--- config.mk ---
export PLATFORM = sky130hd
export DESIGN_NAME = ex_mem_stage
export DESIGN_NICKNAME = d
export VERILOG_FILES = /design/src/rtl/ex_mem_stage.sv
export SDC_FILE = /design/constraint.sdc
export NUM_CORES = 1
export LEC_CHECK = 0
export CORE_MARGIN = 8
export CORE_UTILIZATION = 51
export DETAILED_ROUTE_END_ITERATION = 8
export PLACE_DENSITY_LB_ADDON = 0.2
export SKIP_LAST_GASP = 1
export SLEW_MARGIN = 20
export SYNTH_ARGS = -nofsm -noshare
export SYNTH_HDL_FRONTEND = slang
export SYNTH_SLANG_ARGS = --single-unit
--- constraint.sdc ---
create_clock -name clk -period 7.75 [get_ports clk]
set_clock_uncertainty 0.05 [all_clocks]
set_input_delay 0.775 -clock clk [delete_from_list [all_inputs] [get_ports clk]]
set_output_delay 0.775 -clock clk [all_outputs]
set_load 0.05 [all_outputs]
--- src/rtl/ex_mem_stage.sv ---
// ex_mem_stage
//   EX -> MEM pipeline register with a one-entry skid buffer. Captures the ALU
//   result, store data, destination register, memory/register-write controls
//   and the resolved branch decision. Two entries can be held at most: OUT
//   (presented on the outputs) and SKID (overflow while OUT is stalled).
//   in_ready is derived purely from registered state, so there is no
//   combinational path from out_ready to in_ready.
//
// Ports
//   clk, reset                 clock, async active-high reset
//   in_valid / in_ready        upstream (EX) handshake
//   alu_result, zero_flag,
//   alu_op                     ALU outputs; alu_op 4'b0010 selects BNE sense
//   rt_data, rd_addr,
//   branch_target              store data, destination register, branch target
//   mem_read, mem_write,
//   reg_write, branch          control bits from decode
//   flush                      synchronous discard of both held entries
//   out_valid / out_ready      downstream (MEM) handshake
//   out_result, out_store_data,
//   out_rd, out_mem_read,
//   out_mem_write,
//   out_reg_write              OUT entry fields
//   branch_taken, branch_pc    resolved branch of the OUT entry
module ex_mem_stage #(
  parameter int DATA_W = 32
) (
  input  logic              clk,
  input  logic              reset,
  input  logic              in_valid,
  output logic              in_ready,
  input  logic [DATA_W-1:0] alu_result,
  input  logic              zero_flag,
  input  logic [3:0]        alu_op,
  input  logic [DATA_W-1:0] rt_data,
  input  logic [4:0]        rd_addr,
  input  logic [DATA_W-1:0] branch_target,
  input  logic              mem_read,
  input  logic              mem_write,
  input  logic              reg_write,
  input  logic              branch,
  input  logic              flush,
  output logic              out_valid,
  input  logic              out_ready,
  output logic [DATA_W-1:0] out_result,
  output logic [DATA_W-1:0] out_store_data,
  output logic [4:0]        out_rd,
  output logic              out_mem_read,
  output logic              out_mem_write,
  output logic              out_reg_write,
  output logic              branch_taken,
  output logic [DATA_W-1:0] branch_pc
);

  localparam logic [3:0] ALU_OP_BNE = 4'b0010;

  typedef struct packed {
    logic [DATA_W-1:0] result;
    logic [DATA_W-1:0] store_data;
    logic [DATA_W-1:0] pc;
    logic [4:0]        rd;
    logic              mem_read;
    logic              mem_write;
    logic              reg_write;
    logic              taken;
  } entry_t;

  entry_t out_q;
  entry_t skid_q;
  logic   out_valid_q;
  logic   skid_valid_q;

  entry_t in_entry;
  logic   accept;
  logic   drain;

  // Branch is resolved here so MEM sees a single taken bit; BNE inverts the
  // sense of the zero flag. Writes to r0 are suppressed at capture.
  always_comb begin
    in_entry            = '0;
    in_entry.result     = alu_result;
    in_entry.store_data = rt_data;
    in_entry.pc         = branch_target;
    in_entry.rd         = rd_addr;
    in_entry.mem_read   = mem_read;
    in_entry.mem_write  = mem_write;
    in_entry.reg_write  = reg_write & (rd_addr != 5'd0);
    in_entry.taken      = branch & ((alu_op == ALU_OP_BNE) ? ~zero_flag : zero_flag);
  end

  assign in_ready = ~skid_valid_q;
  assign accept   = in_valid & in_ready & ~flush;
  assign drain    = out_valid_q & out_ready;

  always_ff @(posedge clk or posedge reset) begin
    if (reset) begin
      out_q        <= '0;
      skid_q       <= '0;
      out_valid_q  <= 1'b0;
      skid_valid_q <= 1'b0;
    end else if (flush) begin
      out_valid_q  <= 1'b0;
      skid_valid_q <= 1'b0;
    end else if (!out_valid_q || drain) begin
      // OUT is free this edge: refill from SKID first to keep FIFO order.
      if (skid_valid_q) begin
        out_q        <= skid_q;
        out_valid_q  <= 1'b1;
        skid_valid_q <= accept;
        if (accept) begin
          skid_q <= in_entry;
        end
      end else if (accept) begin
        out_q       <= in_entry;
        out_valid_q <= 1'b1;
      end else begin
        out_valid_q <= 1'b0;
      end
    end else if (accept) begin
      // OUT stalled: the new entry parks in SKID and in_ready drops.
      skid_q       <= in_entry;
      skid_valid_q <= 1'b1;
    end
  end

  assign out_valid      = out_valid_q;
  assign out_result     = out_q.result;
  assign out_store_data = out_q.store_data;
  assign out_rd         = out_q.rd;
  assign branch_pc      = out_q.pc;
  // Control strobes are qualified so stale bits never leak out after a flush.
  assign out_mem_read   = out_valid_q & out_q.mem_read;
  assign out_mem_write  = out_valid_q & out_q.mem_write;
  assign out_reg_write  = out_valid_q & out_q.reg_write;
  assign branch_taken   = out_valid_q & out_q.taken;

endmodule
==> flow_summary.yaml <==
clocking:
  cts_post_setup_buffers_inserted: 0
  tritoncts: "built"
  worst_setup_hold_path_clk_slew_ps: 60
  post_cts_resize_count: 0
  cts_hold_buf: 0
  clk_latency_worst_skew_pair_ps: 500
  cts_root_buffer: "sky130_fd_sc_hd__clkbuf_16"
  h-tree-depth: 1
  clock_tree.buffer_depth: 3
  clock_sinks: 212
  clock_buffer_count_from_cts: 24
place:
  postPlaceCellArea_mm2: 0.0112
  number_of_port_buffers: 221
  place_inst: 1117
  detailedPlacementHpwl_mm: 14.2
  routabilityCongestion: 0.765
  detailedPlace.worstSlack_ps: 3890
grt:
  grt_antenna_before_repair: 0
  gr_overflow_total: 0
  grt_first_pass_wirelength_mm: 34.8
  grt_start_max_net_pins: 147
  tot_gr_track_use_pct: 17.9
  first_global_vias: 6563
routing:
  first_iter_violations: 296
  postRouteWirelength_mm: 21.4
  routedLengthMet1_mm: 8.92
  drt-vias-per-instance: 5.22
  drt_pre_antenna_iters: 4
  highest_layer: "met4"
  post-route-drc-count: 0
  vias: 6062
  met2_length_mm: 10.5
  postRouteAntennaNets: 0
  wl_per_cell_um: 18.4
  routed-wl-met3_mm: 1.37
yosys:
  synth-warning-count: 0
  synth_top_flop_cell: "sky130_fd_sc_hd__dfrtp_1"
  share_of_the_synthesized_area_in_the_top_cell_type_pct: 54.8
  synth-async-reset-ratio_pct: 100
  synth_seq_cells: 212
  syn_nets: 919
  synth_seq_area_share_pct: 54.8
  most_area_consuming_cells_after_synthesis: "sky130_fd_sc_hd__dfrtp_1, sky130_fd_sc_hd__mux2i_1, sky130_fd_sc_hd__mux2_2, sky130_fd_sc_hd__buf_4, sky130_fd_sc_hd__a21oi_1"
  ys_types: 23
  postSynthCellCount: 804
  synthesis.area_mm2: 0.00969
  post-synth-top-area-cell: "sky130_fd_sc_hd__dfrtp_1"
  avgSynthCellArea_um2: 12.0
  synth-edff-count: 0
  yosys.cell_count.top_type: "sky130_fd_sc_hd__dfrtp_1"
  synth_commonest_cells: "sky130_fd_sc_hd__dfrtp_1, sky130_fd_sc_hd__nor2_1, sky130_fd_sc_hd__a21oi_1"
layout:
  post-route-cell-area_mm2: 0.0121
  area_growth_syn_to_layout_pct: 24.6
  area_taken_by_multi_input_logic_gates_mm2: 0.00337
  layout.cells.non_filler: 1162
  final_layout_net_count: 1025
  antenna_diode_count: 0
  drive_gt1_share_pct: 15.8
  util_after_layout_pct: 64.7
  fill_cells: 1434
  ff_latch_area_mm2: 0.00531
setup_path:
  rrSetupSlack_ps: 4080
  timing.critical_path.fanout_max: 108
  crit_end: "out_store_data[30]"
  rr_endpoint: "out_store_data[30]"
  setup.worst_path.class: "register to register"
  startpoint: "skid_valid_q"
  worstReg2RegStart: "skid_valid_q"
  startpoint_type: "register"
  ff2ff_path_depth: 6
  endpoint_required_time_on_the_critical_path_ps: 8120
  worst_path_arrival_ps: 4040
  timing.critical_path.to_type: "register"
power:
  power_per_cell_area_mw_per_mm2: 291
  power_leakage_nw: 4.98
  vdd_ir_drop_max_uv: 195
floorplan:
  io_pins: 222
  fp.dieArea_mm2: 0.0237
  initial_core_util_pct: 52.0
  chipHeight_um: 154
  floorplan.core_area_mm2: 0.0186
  die-width_um: 154
  floorplan.rows: 50
timing:
  layout_setup_ws_ps: 4080
  period_minus_ws_final_ps: 3670
  timing.final.crit_share_pct: 47.3
  unrepaired_setup_endpoints_after_global_routing: "no"
  finalHoldViolations: 0
  finalMaxSlewViolations: 0
  worst-slew-pin-transition_ps: 1060
  timing.slew.headroom_pct: 29.1
  final_setup_violations: 0
  finalSetupTns_ps: 0
  fmax_ghz: 0.273
run_status:
  status: "finished, final reports clean"
flow_run:
  max_cap_viol_count: 0
hold_path:
  hold_path_class: "register to register"
## flip-flops by register name, indices dropped and copies added (netlist names)
name	count
out_rd	5
skid_q	105
out_valid	1
out_q	4
branch_pc	32
out_store_data	32
out_result	32
skid_valid_q	1
## layer usage
layer | GRT usage (%) | vias to the layer above
li1 | - | 2857
met1 | 21.8 | 2991
met2 | 29.9 | 171
met3 | 5.07 | 43
met4 | 6.11 | 0
met5 | 0 | -
## stage by stage
| step | total power, mW | hold slack (ps) |
|---|---|---|
| after CTS | 3.56 | 439 |
| after floorplan | 2.19 | 400 |
| after global routing | 3.68 | 462 |
| final | 3.51 | 435 |
| after detailed placement | 2.41 | 424 |
| after global placement | 2.37 | 417 |
## report_power, final
group          internal, mW  leakage [nW]  total, mW  switching [mW]
registers              1.34          2.47       1.47           0.134
clock network         0.700         0.391       1.13           0.428
logic                 0.387          2.12      0.913           0.526
total                  2.43          4.98       3.51            1.09
## logic make-up after synthesis
| kind of cell | after synthesis | share of synthesized area [%] |
|---|---|---|
| muxes | 206 | 23.6 |
| xor gates and xnor gates | 1 | 0.0904 |
| buffers and inverters | 149 | 10.6 |
| AOI/OAI and AO/OA | 108 | 5.61 |
| and+or+nand+nor | 128 | 5.36 |
| DFF | 212 | 54.8 |
## critical path: stages, from the launching register on
cell,delay (ps)
sky130_fd_sc_hd__dfrtp_4,1020
sky130_fd_sc_hd__nor2_1,230
sky130_fd_sc_hd__nor3_4,160
sky130_fd_sc_hd__buf_4,800
sky130_fd_sc_hd__buf_4,920
sky130_fd_sc_hd__nor2_1,110
sky130_fd_sc_hd__a21oi_1,160
## worst min-delay path by stage
stage	from	to	slack, ps	cells after the start
final	skid_q[0]	skid_q[0]	430	2
after detailed placement	skid_q[0]	skid_q[0]	420	2
after global placement	skid_q[1]	skid_q[1]	420	2
after CTS	skid_q[0]	skid_q[0]	440	2
after global routing	skid_q[40]	skid_q[40]	460	1
after floorplan	skid_q[0]	skid_q[0]	400	2
## placed cells by master (no fill, tap or decap), drive strengths merged, types with 4 or more instances in the layout
cell           synthesis  routed
clkdlybuf4s50          0     221
dfrtp                212     212
nor2                 108     108
a21oi                104     104
mux2i                103     103
mux2                 103     103
clkbuf                 1      39
nand2                  7       7
buf                  146       6
and2                   4       4
## area by class of cell
cell class | count | area share, %
Sequential cell | 212 | 44.0
Multi-Input combinational cell | 443 | 28.0
Timing Repair Buffer | 227 | 18.9
Clock buffer | 39 | 5.95
Tap cell | 234 | 2.43
Clock inverter | 5 | 0.674
Inverter | 2 | 0.124
Power figures use the tool's default switching activity.
==> RTL change: new RTL, config.mk and constraints unchanged <==
Change the parameter `DATA_W` from 32 to 48.
--- a/src/rtl/ex_mem_stage.sv
+++ b/src/rtl/ex_mem_stage.sv
@@ -25,3 +25,3 @@
 module ex_mem_stage #(
-  parameter int DATA_W = 32
+  parameter int DATA_W = 48
 ) (
Interface: changed (6 resized); port bits go from 222 to 318. The function was not compared with the original's and may differ.
==> RTL change against the original RTL <==
  * Design area rose by 43%
  * Routed wire length up 43%
  * Sequential cell count up 96
  * Area after synthesis up 43%
  * Total power is 41% higher
  * Sequential share of layout area up 0.70 points
  * Worst setup slack better by 0.39 ns
  * Maximum frequency rose by 12%
  * Critical path type is now flip-flop to output port
  * Largest power group unchanged
==> RTL change: results (changes against the original RTL) <==
fin nets: 1471 (+44%)
outcome: finished, final reports clean
Worst Max-Slew Pin Slew: 1.08 ns (+0.0122 ns)
post-placement cell area: 0.0161 mm² (+44%)
Max stage delay on crit path: 0.99 ns (-0.03 ns)
FF-to-FF path depth: 5 (-1)
Area contributors post-synth: dfrtp_1 (56%), mux2_2 (12%), mux2i_1 (11%), buf_4 (8.1%), a21oi_1 (5.5%)
RePlAce Congestion: 0.760 (-0.60%)
initial antenna violation count: 7 (+7)
Netlist cell types: 20 (-13%)
layout cells sized above 1: 16.1% (+0.25 points)
H-tree lvl count: 2 (+1)
max reg flops: 153 (+46%)
first-pass GRT wire length: 49.4 mm (+42%)
R2R setup slack: 4.96 ns (+0.88 ns)
maximum vdd drop: 184 µV (-5.9%)
# fillers: 2091 (+46%)
Avg WL per Cell: 18.3 µm (-0.83%)
largest net degree at the start of global routing: 249 (+69%)
vias per cell: 5.17 (-0.93%)
synth warn: 0 (unchanged)
commonest cells in the netlist: dfrtp_1 (308), nor2_1 (156), a21oi_1 (152)
All-Layer GR Usage: 18.5% (+0.61 points)
cts bufs inserted: 35 (+46%)
worst r2r dst: out_store_data[3]
# port buffers: 317 (+43%)
Pleak: 6.99 nW (+40%)
syn nets: 1324 (+44%)
Data arrival, critical path: 2.45 ns (-1.59 ns)
[RTL change: cell types whose count changed after synthesis, moves of 4 or more]
cell / before / now
buf_6: 4 / 0
buf_4: 102 / 149
dfrtp_1: 212 / 308
nor2_1: 108 / 156
a21oi_1: 104 / 152
mux2i_1: 103 / 151
clkbuf_1: 1 / 5
mux2_4: 26 / 0
buf_2: 40 / 62
mux2_2: 77 / 151
[RTL change: power by group]
group | internal [W] | total, W | switching, W
Sequential | 0.00195 | 0.00213 | 0.000180
Combinational | 0.000534 | 0.00129 | 0.000761
Clock | 0.000926 | 0.00155 | 0.000620
Total | 0.00341 | 0.00497 | 0.00156
[RTL change: through the flow]
stage	hold slack (ns)	total power, W	setup WS, ns	instances
after floorplan	0.400	0.00316	2.83	1161
after global placement	0.418	0.00342	4.68	1611
after detailed placement	0.430	0.00346	4.63	1611
after CTS	0.440	0.00503	4.41	1670
after global routing	0.461	0.00520	4.35	1674
final	0.436	0.00497	4.47	1674
[RTL change: cell families after synthesis]
kind of cell	after synthesis	synth area share [%]
multiplexers	302	23.2
flip-flops	308	55.6
buffers and inverters	218	10.5
AND/OR/NAND/NOR	176	5.05
XOR/XNOR	1	0.0632
AO/OA/AOI/OAI	156	5.65
[RTL change: worst max-delay path by stage]
| stage | to | start |
|---|---|---|
| floorplan | branch_pc[0] | reset |
| global placement | skid_q[59] | flush |
| detailed placement | skid_q[57] | flush |
| CTS | in_ready | skid_valid_q |
| global route | in_ready | skid_valid_q |
| finish | in_ready | skid_valid_q |
[RTL change: critical path, delay by kind of cell, from the launching register on]
kind,cells,cell delay (ns)
flops,1,0.99
buf+inv,2,0.96
[RTL change: metal layers]
| metal | GRT usage, % | vias to the layer above | routed length, µm |
|---|---|---|---|
| li1 | - | 4132 | - |
| met3 | 7.00 | 57 | 2460 |
| met1 | 23.2 | 4230 | 13300 |
| met4 | 6.68 | 6 | 756 |
| met5 | 0 | - | 37 |
| met2 | 28.8 | 227 | 14100 |
[RTL change: final cells by class]
type	count	area [µm²]	area share [%]
flip-flops and latches	308	7710	44.7
repair buffers	326	3300	19.1
diodes	3	7.51	0.0435
multi-input cells	635	4720	27.3
clock inverters	7	37.5	0.218
inverters	2	11.3	0.0653
well taps	341	427	2.47
clock buffers	52	1040	6.04
